==> src/rtl/stream_mux_rr.sv <==
`timescale 1ns/1ps
// N-way packet mux: round-robin or fixed-priority grant held for a whole packet, registered output.
// One arbitration bubble per packet, then 1 beat/cycle; in_ready[grant] follows out_ready, never in_valid.
module stream_mux_rr #(
  parameter int WIDTH    = 16,
  parameter int CHANNELS = 4,
  parameter int MODE     = 0,
  parameter int SEL_W    = $clog2(CHANNELS)
) (
  input  logic                      clk,
  input  logic                      rst_n,
  input  logic [CHANNELS-1:0]       in_valid,
  input  logic [CHANNELS*WIDTH-1:0] in_data,
  input  logic [CHANNELS-1:0]       in_last,
  output logic [CHANNELS-1:0]       in_ready,
  output logic                      out_valid,
  output logic [WIDTH-1:0]          out_data,
  output logic                      out_last,
  output logic [SEL_W-1:0]          out_sel,
  input  logic                      out_ready
);

  typedef enum logic {IDLE, LOCK} state_t;

  state_t             state_q, state_d;
  logic [SEL_W-1:0]   grant_q, grant_d;
  logic [SEL_W-1:0]   ptr_q, ptr_d;
  logic               out_valid_q, out_valid_d;
  logic [WIDTH-1:0]   out_data_q, out_data_d;
  logic               out_last_q, out_last_d;
  logic [SEL_W-1:0]   out_sel_q, out_sel_d;

  logic [SEL_W-1:0]   winner;
  logic               any_vld;
  logic               out_free;
  logic               accept;
  logic [WIDTH-1:0]   g_data;
  logic               g_last;

  // Modular add that works for non-power-of-two channel counts.
  function automatic logic [SEL_W-1:0] wrap_add(input logic [SEL_W-1:0] base, input int k);
    int s;
    s = int'(base) + k;
    if (s >= CHANNELS) s = s - CHANNELS;
    return SEL_W'(s);
  endfunction

  always_comb begin
    winner  = '0;
    any_vld = 1'b0;
    for (int k = 0; k < CHANNELS; k++) begin
      if (!any_vld) begin
        if (MODE == 1) begin
          if (in_valid[k]) begin
            any_vld = 1'b1;
            winner  = SEL_W'(k);
          end
        end else if (in_valid[wrap_add(ptr_q, k)]) begin
          any_vld = 1'b1;
          winner  = wrap_add(ptr_q, k);
        end
      end
    end
  end

  always_comb begin
    state_d     = state_q;
    grant_d     = grant_q;
    ptr_d       = ptr_q;
    out_valid_d = out_valid_q;
    out_data_d  = out_data_q;
    out_last_d  = out_last_q;
    out_sel_d   = out_sel_q;
    in_ready    = '0;

    out_free = !out_valid_q || out_ready;
    g_data   = in_data[grant_q*WIDTH +: WIDTH];
    g_last   = in_last[grant_q];

    // Ready is a function of lock state and downstream space only.
    if (rst_n && state_q == LOCK) in_ready[grant_q] = out_free;
    accept = (state_q == LOCK) && in_valid[grant_q] && in_ready[grant_q];

    case (state_q)
      IDLE: begin
        if (any_vld) begin
          grant_d = winner;
          state_d = LOCK;
        end
      end
      LOCK: begin
        if (accept && g_last) begin
          state_d = IDLE;
          if (MODE == 0) ptr_d = wrap_add(grant_q, 1);
        end
      end
      default: state_d = IDLE;
    endcase

    if (out_free) begin
      out_valid_d = accept;
      if (accept) begin
        out_data_d = g_data;
        out_last_d = g_last;
        out_sel_d  = grant_q;
      end
    end
  end

  always_ff @(posedge clk) begin
    if (!rst_n) begin
      state_q     <= IDLE;
      grant_q     <= '0;
      ptr_q       <= '0;
      out_valid_q <= 1'b0;
      out_data_q  <= '0;
      out_last_q  <= 1'b0;
      out_sel_q   <= '0;
    end else begin
      state_q     <= state_d;
      grant_q     <= grant_d;
      ptr_q       <= ptr_d;
      out_valid_q <= out_valid_d;
      out_data_q  <= out_data_d;
      out_last_q  <= out_last_d;
      out_sel_q   <= out_sel_d;
    end
  end

  assign out_valid = out_valid_q;
  assign out_data  = out_data_q;
  assign out_last  = out_last_q;
  assign out_sel   = out_sel_q;

endmodule
==> config.mk <==
export PLATFORM = sky130hd
export DESIGN_NAME = stream_mux_rr
export DESIGN_NICKNAME = d
export VERILOG_FILES = /design/src/rtl/stream_mux_rr.sv
export SDC_FILE = /design/constraint.sdc
export NUM_CORES = 1
export LEC_CHECK = 0
export ABC_AREA = 1
export CAP_MARGIN = 10
export CORE_UTILIZATION = 43
export CTS_CLUSTER_DIAMETER = 200
export CTS_CLUSTER_SIZE = 16
export DETAILED_ROUTE_END_ITERATION = 7
export GPL_TIMING_DRIVEN = 0
export PLACE_DENSITY_LB_ADDON = 0.2
export SETUP_SLACK_MARGIN = 0.02
export SYNTH_ARGS = -nofsm -noshare
export SYNTH_HDL_FRONTEND = slang
export SYNTH_SLANG_ARGS = --single-unit
export TNS_END_PERCENT = 20
==> constraint.sdc <==
create_clock -name clk -period 2.8 [get_ports clk]
set_clock_uncertainty 0.1 [all_clocks]
set_input_delay 0.7 -clock clk [delete_from_list [all_inputs] [get_ports clk]]
set_output_delay 0.7 -clock clk [all_outputs]
set_load 0.05 [all_outputs]
### Word level (Yosys, flattened, before mapping)

Cells that the tools add are included.

* flip-flop bits (word level): 25
* latch bits: 0
* bits in writable memories: 0
* memory bits (read-only): 0
* input port bits: 75
* memories kept: 0

* add/sub/neg operators: 9
* multiply operators: 0
* div/mod/pow operators: 0
* $lt $le $gt $ge: 11
* equal/unequal tests: 0
* shifts and indexed selects: 1
* mux-type cells: 42
* bitwise operators: 2
* reductions and logical operators: 10

Operators by type and width (number)
* indexed part select 64 x 7 -> 16 bit: 1
* 2-to-1 mux 2 bit: 15
* 2-to-1 mux 1 bit: 17
* less-than comparator 2 x 3 -> 1 bit (second input constant): 5
* binary-select mux 1 bit (select 2 bit): 7
* >= comparator 3 bit (second input constant): 4
* subtractor 2 x 1 -> 2 bit (second input constant): 5
* adder 2 x 1 -> 3 bit (second input constant): 2
* adder 2 x 2 -> 3 bit (second input constant): 2
* AND reduction 2 bit: 3
* logical AND 1 bit: 5
* AND 4 bit: 1
* 2-to-1 mux 4 bit: 1
* >= comparator 2 x 3 -> 1 bit (second input constant): 1
* demux 1 bit (select 2 bit): 1
* >= comparator 2 x 1 -> 1 bit (second input constant): 1
* case mux 1 bit (2 select lines): 1
* logical NOT 1 bit: 1
* logical OR 1 bit: 1
* NOT 1 bit: 1

### Logic depth before layout (Yosys ltp)

Gate-level depths: netlist of run 1.

* depth in word-level cells: 22
* mapped depth: 13

### Least setup slack after synthesis of run 1

OpenSTA, ideal clock, no wires.

* kind: register to output
* from: register grant_q[0]
* to: output port in_ready[2]
* data arrival time: 1680 ps
* required time: 2000 ps
* path slack: 320 ps
* stages on the path, launching flop included: 7
* buffers on the path: 2
* path through: dfxtp_1 > buf_2 > inv_2 > buf_2 > ha_1 > nand2_1 > nor2_1

* cells in the longest elaborated chain, start to end: 6
* elaborated cells between the ends (all ways): 7
* those cells by class: order compare (2); mux (3); bitwise (1); reduce/logical (1)

RTL lines
* from (decl): RTL line 26 `logic [SEL_W-1:0] grant_q, grant_d;`
* from (signal assigned): RTL line 121 `grant_q <= grant_d;`
* less-than comparator 2 x 3 -> 1 bit (not written as such) or >= comparator 2 x 1 -> 1 bit (tied branches): RTL line 81 `if (rst_n && state_q == LOCK) in_ready[grant_q] = out_free;`
* logical AND 1 bit (not written as such): RTL line 81
* 2-to-1 mux 1 bit (not written as such): RTL line 81
* demux 1 bit (select 2 bit) *: RTL line 81
* AND 4 bit (no source line) *
* 2-to-1 mux 4 bit *: RTL line 81
* to (decl): RTL line 15 `output logic [CHANNELS-1:0] in_ready,`

Every way passes the cells marked *; elsewhere a longest branch is shown, timed or not.

### Worst setup path after layout of run 1

* from: input port rst_n
* to: output port in_ready[3]

* cells in the longest elaborated chain, start to end: 2

RTL lines
* from (decl): RTL line 11 `input logic rst_n,`
* logical AND 1 bit: RTL line 81
* 2-to-1 mux 4 bit: RTL line 81

Every way passes these cells.

==> results.sh, run 1 <==
export IMPL_outcome="complete, no violations"
export IMPL_power_switching_mw=1.03
export IMPL_min_period_ns=2.74
export IMPL_gp_congestion=0.832
export IMPL_endpoint="in_ready[3]"
export IMPL_route_met2_wl_um=2850
export IMPL_power_frac_comb_pct=66.8
export IMPL_irDropWorstVdd_mv=0.519
export IMPL_startpoint="rst_n"
export IMPL_fin_ws_ns=0.0649
export IMPL_async_flop_share_pct=0
export IMPL_io_buffers=98
export IMPL_hp_class="flip-flop to flip-flop"
export IMPL_most_common_layout_cells="clkdlybuf4s50_1, nand2_1, nor2_1"
export IMPL_start_util_pct=45.5
export IMPL_overflow=0
export IMPL_dp_hpwl_um=4490
export IMPL_clk_latency_ns=0.27
export IMPL_diodes=0
export IMPL_grt_pass1_wl_um=9110
export IMPL_yosys_warnings=0
export IMPL_die_w_um=67.7
export IMPL_path_clk_slew_ns=0.08
export IMPL_cts_hold_buf=0
export IMPL_final_common_cell="clkdlybuf4s50_1"
export IMPL_hold_path_depth=2
export IMPL_drtIter0Drc=144
export IMPL_drive_above_1_share_pct=8.91
export IMPL_top_layer_used="met4"
export IMPL_grt_start_max_net_pins=21
export IMPL_die_area_um2=4590
export IMPL_m1WireLength_um=2610
export IMPL_cts_buffers=3
export IMPL_p_per_area_nw_per_um2=715
export IMPL_yosysSeqAreaShare_pct=26.9
export IMPL_instances_no_fill=443
export IMPL_clockBufferDepth=2
export IMPL_post_drt_wl_per_cell_um=13.6
export IMPL_cts_tree="yes"
export IMPL_n_fill_cell=373
export IMPL_p_leak_nw=1.21
export IMPL_slowest_stage="clkdlybuf4s50_1"
export IMPL_syn_avg_cell_area_um2=6.36
export IMPL_hold_viol=0
export IMPL_wl_um=6030
export IMPL_clkPwrFrac_pct=10.3
export IMPL_p_int_mw=1.07
export IMPL_arrival_ns=1.94
export IMPL_r2r_end="out_data[12]$_SDFFE_PN0P_"
export IMPL_rsz0062_at_grt="no"
export IMPL_pre_cts_ws_ns=-0.438
export IMPL_max_slew_margin_pct=64.5
export IMPL_ioPinCount=99
export IMPL_grt_pass1_vias=2064
export IMPL_p_sw_share_pct=49.1
export IMPL_antenna_found_initial=0
export IMPL_drtAntennaViolNets=0
export IMPL_cts_root_buf="clkbuf_8"
export IMPL_synth_edff_count=0
export IMPL_core_rowCount=23
export IMPL_dp_cells=440
export IMPL_critical_path_class="input pin to primary output"
export IMPL_crit_path_start_kind="input pin"
export IMPL_cp_max_fo=6
export IMPL_h_tree_depth=1
export IMPL_netlist_area_um2=1860
export IMPL_cp_cell_sequence="clkdlybuf4s50_1 -> nand2_2 -> nor2_2 -> buf_2"
export IMPL_met3WireLength_um=476
export IMPL_cts_sinks=25
export IMPL_fmax_mhz=366
export IMPL_core_area_um2=4090
export IMPL_drc=0
export IMPL_setup_viol=0
export IMPL_pwr_share_seq_pct=22.9
export IMPL_final_nets=473
export IMPL_timing_rr_start="grant_q[0]$_SDFFE_PN0P_"
export IMPL_synth_fp_nets=371
export IMPL_worst_slew_pin_slew_ns=0.530
export IMPL_synthDistinctLibCells=27
export IMPL_vias_per_cell=5.32
export IMPL_vias=2358
export IMPL_max_stage_delay_ns=0.61
export IMPL_syn_instance_count=292
export IMPL_endpoint_kind="primary output"
export IMPL_ys_flop_type="dfxtp_1"
export IMPL_fin_crit_sh_pct=97.7
export IMPL_die_height_um=67.7
export IMPL_synth_seq_cells=25
export IMPL_drv_slew=0
export IMPL_r2r_setup_slack_ns=0.55
export IMPL_synthToLayoutAreaGrowth_pct=57.7
export IMPL_grt_util_all_layers_pct=26.1
export IMPL_max_cap_violations=0
export IMPL_ff2ff_path_depth=12
export IMPL_cp_required_ns=2.00
export IMPL_first_pass_iters=4
==> layout make-up <==
class / count / area (um2) / area share [%]
Buffer: 21 / 184 / 6.28
Tap cell: 50 / 62.6 / 2.13
Sequential cell: 25 / 500 / 17.1
Timing Repair Buffer: 98 / 963 / 32.9
Inverter: 18 / 70.1 / 2.39
Clock buffer: 4 / 45.0 / 1.54
Multi-Input combinational cell: 227 / 1100 / 37.7
==> Yosys cell counts, types with 2 or more instances <==
master,instances,share of area [%]
ha_1,4,2.7
o21ai_0,31,8.4
buf_6,3,1.8
nand3_2,2,1.1
clkbuf_8,3,2.2
buf_2,7,1.9
inv_1,15,3.0
nand3_1,9,2.4
buf_4,2,0.81
o21ai_1,4,1.1
o22ai_1,17,5.7
nor2_1,46,9.3
clkbuf_1,4,0.81
nand4_1,19,6.4
nand2_1,68,14
inv_2,2,0.40
nor2_2,3,1.0
a21oi_1,20,5.4
dfxtp_1,25,27
==> worst max-delay path: cells and delay by family <==
kind	cells	cell delay, ns
buffers and inverters	2	0.90
and+or+nand+nor	2	0.33
==> power groups by stage <==
| stage | Combinational [mW] | Clock, mW | Sequential [mW] |
|---|---|---|---|
| floorplan | 0.821 | 0 | 0.631 |
| global placement | 1.38 | 0 | 0.482 |
| detailed placement | 1.39 | 0 | 0.485 |
| CTS | 1.39 | 0.219 | 0.477 |
| global route | 1.52 | 0.231 | 0.486 |
| finish | 1.40 | 0.217 | 0.479 |
==> timing repair <==
| action | CTS | global route |
|---|---|---|
| setup buffers | 0 | 0 |
| gates resized for setup | 20 | 4 |
| endpoints found under the setup margin | 4 | 2 |
| endpoints found under the hold margin | 0 | 0 |
==> flip-flops by register name, summed over array words and instances, names as in the netlist <==
| name | flops |
|---|---|
| out_valid | 1 |
| ptr_q | 2 |
| out_sel | 2 |
| grant_q | 2 |
| out_data | 16 |
| out_last | 1 |
| state_q | 1 |
==> routing by layer <==
layer,GRT usage [%],vias up
li1,-,1185
met1,31.9,1063
met2,45.5,101
met3,4.39,9
met4,8.51,0
met5,0,-
==> how the worst min path moves through the flow <==
stage                                          from                         to  slack (ns)
after global routing      out_data[11]$_SDFFE_PN0P_  out_data[11]$_SDFFE_PN0P_        0.38
final                      out_data[2]$_SDFFE_PN0P_   out_data[2]$_SDFFE_PN0P_        0.36
after CTS                  out_data[2]$_SDFFE_PN0P_   out_data[2]$_SDFFE_PN0P_        0.36
after detailed placement   out_data[2]$_SDFFE_PN0P_   out_data[2]$_SDFFE_PN0P_        0.35
after floorplan               ptr_q[1]$_SDFFE_PN0P_      ptr_q[1]$_SDFFE_PN0P_        0.50
after global placement     out_data[6]$_SDFFE_PN0P_   out_data[6]$_SDFFE_PN0P_        0.34
==> per-stage QoR <==
step | TNS, ns | hold slack, ns | total power [mW] | util (%) | area (um2)
final | 0 | 0.359 | 2.10 | 71.7 | 2930
after CTS | 0 | 0.361 | 2.09 | 71.5 | 2920
after detailed placement | -1.73 | 0.348 | 1.88 | 71.0 | 2900
after global routing | 0 | 0.380 | 2.24 | 71.7 | 2930
after floorplan | 0 | 0.504 | 1.45 | - | 1860
after global placement | -1.70 | 0.345 | 1.86 | 71.0 | 2900
==> cell families after synthesis <==
logic type      count (synthesis)  share of synthesized area (%)
simple gates                  150                           35.8
fa+ha+maj                       4                           2.69
compound gates                 73                           20.9
flops                          25                           26.9
buf+inv                        40                           13.6
Note: power is estimated with default switching activity, not from simulation.
==> run 2, diff against run 1 <==
Clock period 2.8 ns to 3.35 ns, I/O delays scaled along.
==> run 2 against run 1 <==
Against the previous run: first-iteration DRC count decreased by 6.3%; non-clock buffer count unchanged; critical path depth unchanged; largest cell class unchanged.
==> results.sh, run 2 (synthesis results as in run 1) <==
export IMPL_grt_pass1_vias=2059
export IMPL_cts_buffers=3
export IMPL_largest_register_ffs=16
export IMPL_critical_path_class="input pin to primary output"
export IMPL_io_buffers=98
export IMPL_gp_congestion=0.832
export IMPL_fin_ws_ns=0.0814
export IMPL_min_period_ns=3.27
export IMPL_synthToLayoutAreaGrowth_pct=58.1
export IMPL_final_common_cell="clkdlybuf4s50_1"
export IMPL_instances_no_fill=443
export IMPL_core_area_um2=4090
export IMPL_crit_path_start_kind="input pin"
export IMPL_vias_per_cell=5.34
export IMPL_cts_tree="yes"
export IMPL_cts_root_buf="clkbuf_8"
export IMPL_start_util_pct=45.5
export IMPL_wl_um=5990
export IMPL_pre_cts_ws_ns=-0.163
export IMPL_drtIter0Drc=135
export IMPL_overflow=0
export IMPL_antenna_found_initial=0
export IMPL_final_nets=473
export IMPL_grt_pass1_wl_um=9120
export IMPL_drtAntennaViolNets=0
export IMPL_h_tree_depth=1
export IMPL_grt_start_max_net_pins=21
export IMPL_post_drt_wl_per_cell_um=13.5
export IMPL_fmax_mhz=306
export IMPL_clockBufferDepth=2
export IMPL_p_per_area_nw_per_um2=594
export IMPL_core_rowCount=23
export IMPL_hold_viol=0
export IMPL_drc=0
export IMPL_arrival_ns=2.33
export IMPL_drive_above_1_share_pct=7.89
export IMPL_ioPinCount=99
export IMPL_max_slew_margin_pct=64.9
export IMPL_die_area_um2=4590
export IMPL_setup_viol=0
export IMPL_hold_worst_slack_ns=0.359
export IMPL_dp_hpwl_um=4490
export IMPL_rsz0062_at_grt="no"
export IMPL_p_leak_nw=1.22
export IMPL_clk_latency_ns=0.27
export IMPL_vias=2367
export IMPL_place_area_um2=2900
export IMPL_cp_max_fo=6
export IMPL_hp_class="flip-flop to flip-flop"
export IMPL_fin_crit_sh_pct=97.6
export IMPL_finalInstanceArea_um2=2940
export IMPL_diodes=0
export IMPL_path_clk_slew_ns=0.08
export IMPL_grt_util_all_layers_pct=26.1
export IMPL_first_pass_iters=5
export IMPL_most_common_layout_cells="clkdlybuf4s50_1, nand2_1, nor2_1"
export IMPL_cp_required_ns=2.41
export IMPL_die_height_um=67.7
export IMPL_final_core_utilization_pct=71.9
export IMPL_endpoint_kind="primary output"
export IMPL_dp_cells=440
export IMPL_worst_slew_pin_slew_ns=0.526
export IMPL_irDropWorstVdd_mv=0.424
export IMPL_drv_slew=0
export IMPL_outcome="complete, no violations"
export IMPL_die_w_um=67.7
export IMPL_max_cap_violations=0
export IMPL_cts_sinks=25
[run 2: cell count changes in the layout (fill, tap and decap cells not counted)]
cell           change
dlygate4sd2_1      +4
buf_2              -1
buf_4              -1
clkbuf_4           -2
[run 2: path summary, 6_finish.rpt]
| kind | slack [ns] | end | cells past startpoint | from |
|---|---|---|---|---|
| hold / removal | 0.36 | out_data[2]$_SDFFE_PN0P_ | 2 | out_data[2]$_SDFFE_PN0P_ |
| setup reg to reg | 1.06 | out_data[12]$_SDFFE_PN0P_ | 12 | grant_q[0]$_SDFFE_PN0P_ |
| hold reg to reg | 0.36 | out_data[2]$_SDFFE_PN0P_ | 2 | out_data[2]$_SDFFE_PN0P_ |
| setup / recovery | 0.08 | in_ready[3] | 4 | rst_n |
[run 2: repair_timing]
item / 4_1_cts / 5_1_grt
hold buffers: 0 / 0
setup endpoints to repair: 4 / 0
setup buffers: 0 / 0
resized for setup: 4 / 0
[run 2: power breakdown]
| group | switching [mW] | internal (mW) | leakage [nW] | total (mW) |
|---|---|---|---|---|
| Clock | 0.0959 | 0.0852 | 0.0228 | 0.181 |
| Combinational | 0.715 | 0.449 | 0.992 | 1.16 |
| Sequential | 0.0462 | 0.354 | 0.203 | 0.400 |
[run 2: critical path, cell delays in order]
cell	delay, ns
clkdlybuf4s50_1	0.61
nand2_2	0.15
nor2_2	0.18
dlygate4sd2_1	0.55
[run 2: area by class of cell]
cell class	instances	area [um2]
Fill cell	374	1150
Multi-Input combinational cell	227	1100
Inverter	18	70.1
Buffer	21	179
Clock buffer	4	45.0
Timing Repair Buffer	98	976
Sequential cell	25	500
Tap cell	50	62.6
[run 2: stage by stage]
stage	power, mW	setup TNS, ns
6_report	1.74	0
5_1_grt	1.86	0
4_1_cts	1.74	0
3_5_place_dp	1.57	-0.626
3_3_place_gp	1.56	-0.603
2_1_floorplan	1.21	0
[run 2: metal layers]
metal	vias to the layer above	track usage, %	share of wire [%]
li1	1189	-	-
met1	1056	32.2	43
met2	113	45.7	46
met3	9	4.39	9.1
met4	0	7.98	1.1
met5	-	0	0
==> run 3, diff against run 2 <==
Settings changed: CTS_CLUSTER_DIAMETER 200 to 120, GPL_ROUTABILITY_DRIVEN set to 0, SETUP_SLACK_MARGIN 0.02 to 0.2.
==> run 3 against run 2 <==
Against the previous run: via count is 1.6% lower; critical path type unchanged; die area stayed put; cell count is 0.23% higher; highest routed layer unchanged.
==> results.sh, run 3 (synthesis results as in run 1) <==
export IMPL_outcome="complete, no violations"
export IMPL_crit_path_start_kind="input pin"
export IMPL_totalPowerFinal_mw=1.75
export IMPL_synthToLayoutAreaGrowth_pct=58.5
export IMPL_path_clk_slew_ns=0.09
export IMPL_hold_worst_slack_ns=0.360
export IMPL_drtAntennaViolNets=0
export IMPL_grt_pass1_wl_um=8550
export IMPL_critical_path_class="input pin to primary output"
export IMPL_wl_um=5930
export IMPL_timing_rr_start="grant_q[0]$_SDFFE_PN0P_"
export IMPL_final_common_cell="clkdlybuf4s50_1"
export IMPL_ff2ff_path_depth=12
export IMPL_pwr_share_seq_pct=22.7
export IMPL_vias_per_cell=5.24
export IMPL_core_area_um2=4090
export IMPL_most_common_layout_cells="clkdlybuf4s50_1, nand2_1, nor2_1"
export IMPL_irDropWorstVdd_mv=0.321
export IMPL_post_drt_wl_per_cell_um=13.3
export IMPL_drtIter0Drc=109
export IMPL_core_rowCount=23
export IMPL_cp_required_ns=2.41
export IMPL_fin_crit_sh_pct=95.5
export IMPL_final_nets=474
export IMPL_p_sw_share_pct=49.0
export IMPL_p_leak_nw=1.21
export IMPL_io_buffers=98
export IMPL_die_height_um=67.7
export IMPL_rsz0062_at_grt="yes"
export IMPL_cts_tree="yes"
export IMPL_drive_above_1_share_pct=8.63
export IMPL_globalRouteMet1Util_pct=28.9
export IMPL_worst_slew_pin_slew_ns=0.521
export IMPL_p_int_uw=892
export IMPL_startpoint="rst_n"
export IMPL_cts_buffers=3
export IMPL_max_stage_delay_ns=0.59
export IMPL_grt_util_all_layers_pct=24.8
export IMPL_die_w_um=67.7
export IMPL_diodes=0
export IMPL_hold_start="out_data[6]$_SDFFE_PN0P_"
export IMPL_cp_cell_sequence="clkdlybuf4s50_1 -> nand2_2 -> nor2_2 -> clkdlybuf4s15_1"
export IMPL_die_area_um2=4590
export IMPL_met3_usage_pct=4.73
export IMPL_hold_viol=0
export IMPL_hp_class="flip-flop to flip-flop"
export IMPL_clockBufferDepth=2
export IMPL_vias=2328
export IMPL_largest_register_ffs=16
export IMPL_max_slew_margin_pct=65.2
export IMPL_finalInstanceArea_um2=2940
export IMPL_overflow=0
export IMPL_setup_viol=0
export IMPL_hold_path_depth=2
export IMPL_antenna_found_initial=0
export IMPL_cts_root_buf="clkbuf_8"
export IMPL_arrival_ns=2.26
export IMPL_drv_slew=0
export IMPL_max_cap_violations=0
export IMPL_postCtsSetupBuffers=0
export IMPL_top_usage_layer="met2"
export IMPL_place_area_um2=2900
export IMPL_grt_pass1_vias=2012
export IMPL_start_util_pct=45.5
export IMPL_cts_sinks=25
export IMPL_drc=0
export IMPL_endpoint_kind="primary output"
export IMPL_cp_max_fo=6
export IMPL_p_per_area_nw_per_um2=594
export IMPL_clk_latency_ns=0.27
export IMPL_use_met2_pct=45.0
export IMPL_power_switching_uw=856
export IMPL_fmax_mhz=312
export IMPL_power_frac_comb_pct=66.8
export IMPL_first_pass_iters=4
export IMPL_clkPwrFrac_pct=10.5
export IMPL_h_tree_depth=1
export IMPL_dp_hpwl_um=4520
export IMPL_ioPinCount=99
export IMPL_min_period_ns=3.20
export IMPL_grt_start_max_net_pins=14
export IMPL_slowest_stage="clkdlybuf4s50_1"
==> run 3: cell types whose count changed in the layout (fill, tap and decap cells not counted) <==
cell	previous run	this run
dlygate4sd2_1	4	0
clkbuf_2	0	2
clkdlybuf4s15_1	0	2
clkdlybuf4s15_2	0	1
==> run 3: worst paths after layout <==
| kind | endpoint | slack (ns) |
|---|---|---|
| min reg2reg | out_data[6]$_SDFFE_PN0P_ | 0.36 |
| max | in_ready[1] | 0.15 |
| min | out_data[6]$_SDFFE_PN0P_ | 0.36 |
| max reg2reg | out_sel[0]$_SDFFE_PN0P_ | 1.07 |
==> run 3: timing repair <==
item	4_1_cts	5_1_grt
endpoints found under the hold margin	0	0
resized for setup	7	5
hold buffers	0	0
endpoints found under the setup margin	4	4
==> run 3: power by group through the flow <==
| stage | clock [mW] | combinational [mW] | sequential [mW] |
|---|---|---|---|
| final | 0.183 | 1.17 | 0.397 |
| after global routing | 0.195 | 1.26 | 0.403 |
| after CTS | 0.183 | 1.17 | 0.397 |
| after detailed placement | 0 | 1.16 | 0.404 |
| after global placement | 0 | 1.15 | 0.403 |
| after floorplan | 0 | 0.686 | 0.528 |
==> run 3: metal layers <==
layer  vias to the layer above  wire, um
met3                         4       482
met5                         -         0
met4                         0        44
li1                       1193         -
met2                        90      2870
met1                      1041      2530
==> run 3: area by class of cell <==
| type | count | area [um2] |
|---|---|---|
| multi-input cells | 227 | 1100 |
| inverters | 18 | 70.1 |
| flip-flops and latches | 25 | 500 |
| well taps | 50 | 62.6 |
| fillers | 371 | 1140 |
| repair buffers | 98 | 977 |
| plain buffers | 22 | 184 |
| clock buffers | 4 | 45.0 |
==> run 3: metrics by stage <==
stage / worst slack [ns] / util (%) / setup TNS (ns) / cells
after floorplan: 0.722 / - / 0 / 292
after global placement: -0.161 / 71.0 / -0.598 / 440
after detailed placement: -0.148 / 71.0 / -0.561 / 440
after CTS: 0.124 / 72.1 / 0 / 444
after global routing: 0.0788 / 72.0 / 0 / 444
final: 0.149 / 72.0 / 0 / 444
==> run 3: critical path, delay by kind of cell <==
family	cells	cell delay (ns)
buffers and inverters	2	1.10
and+or+nand+nor	2	0.31
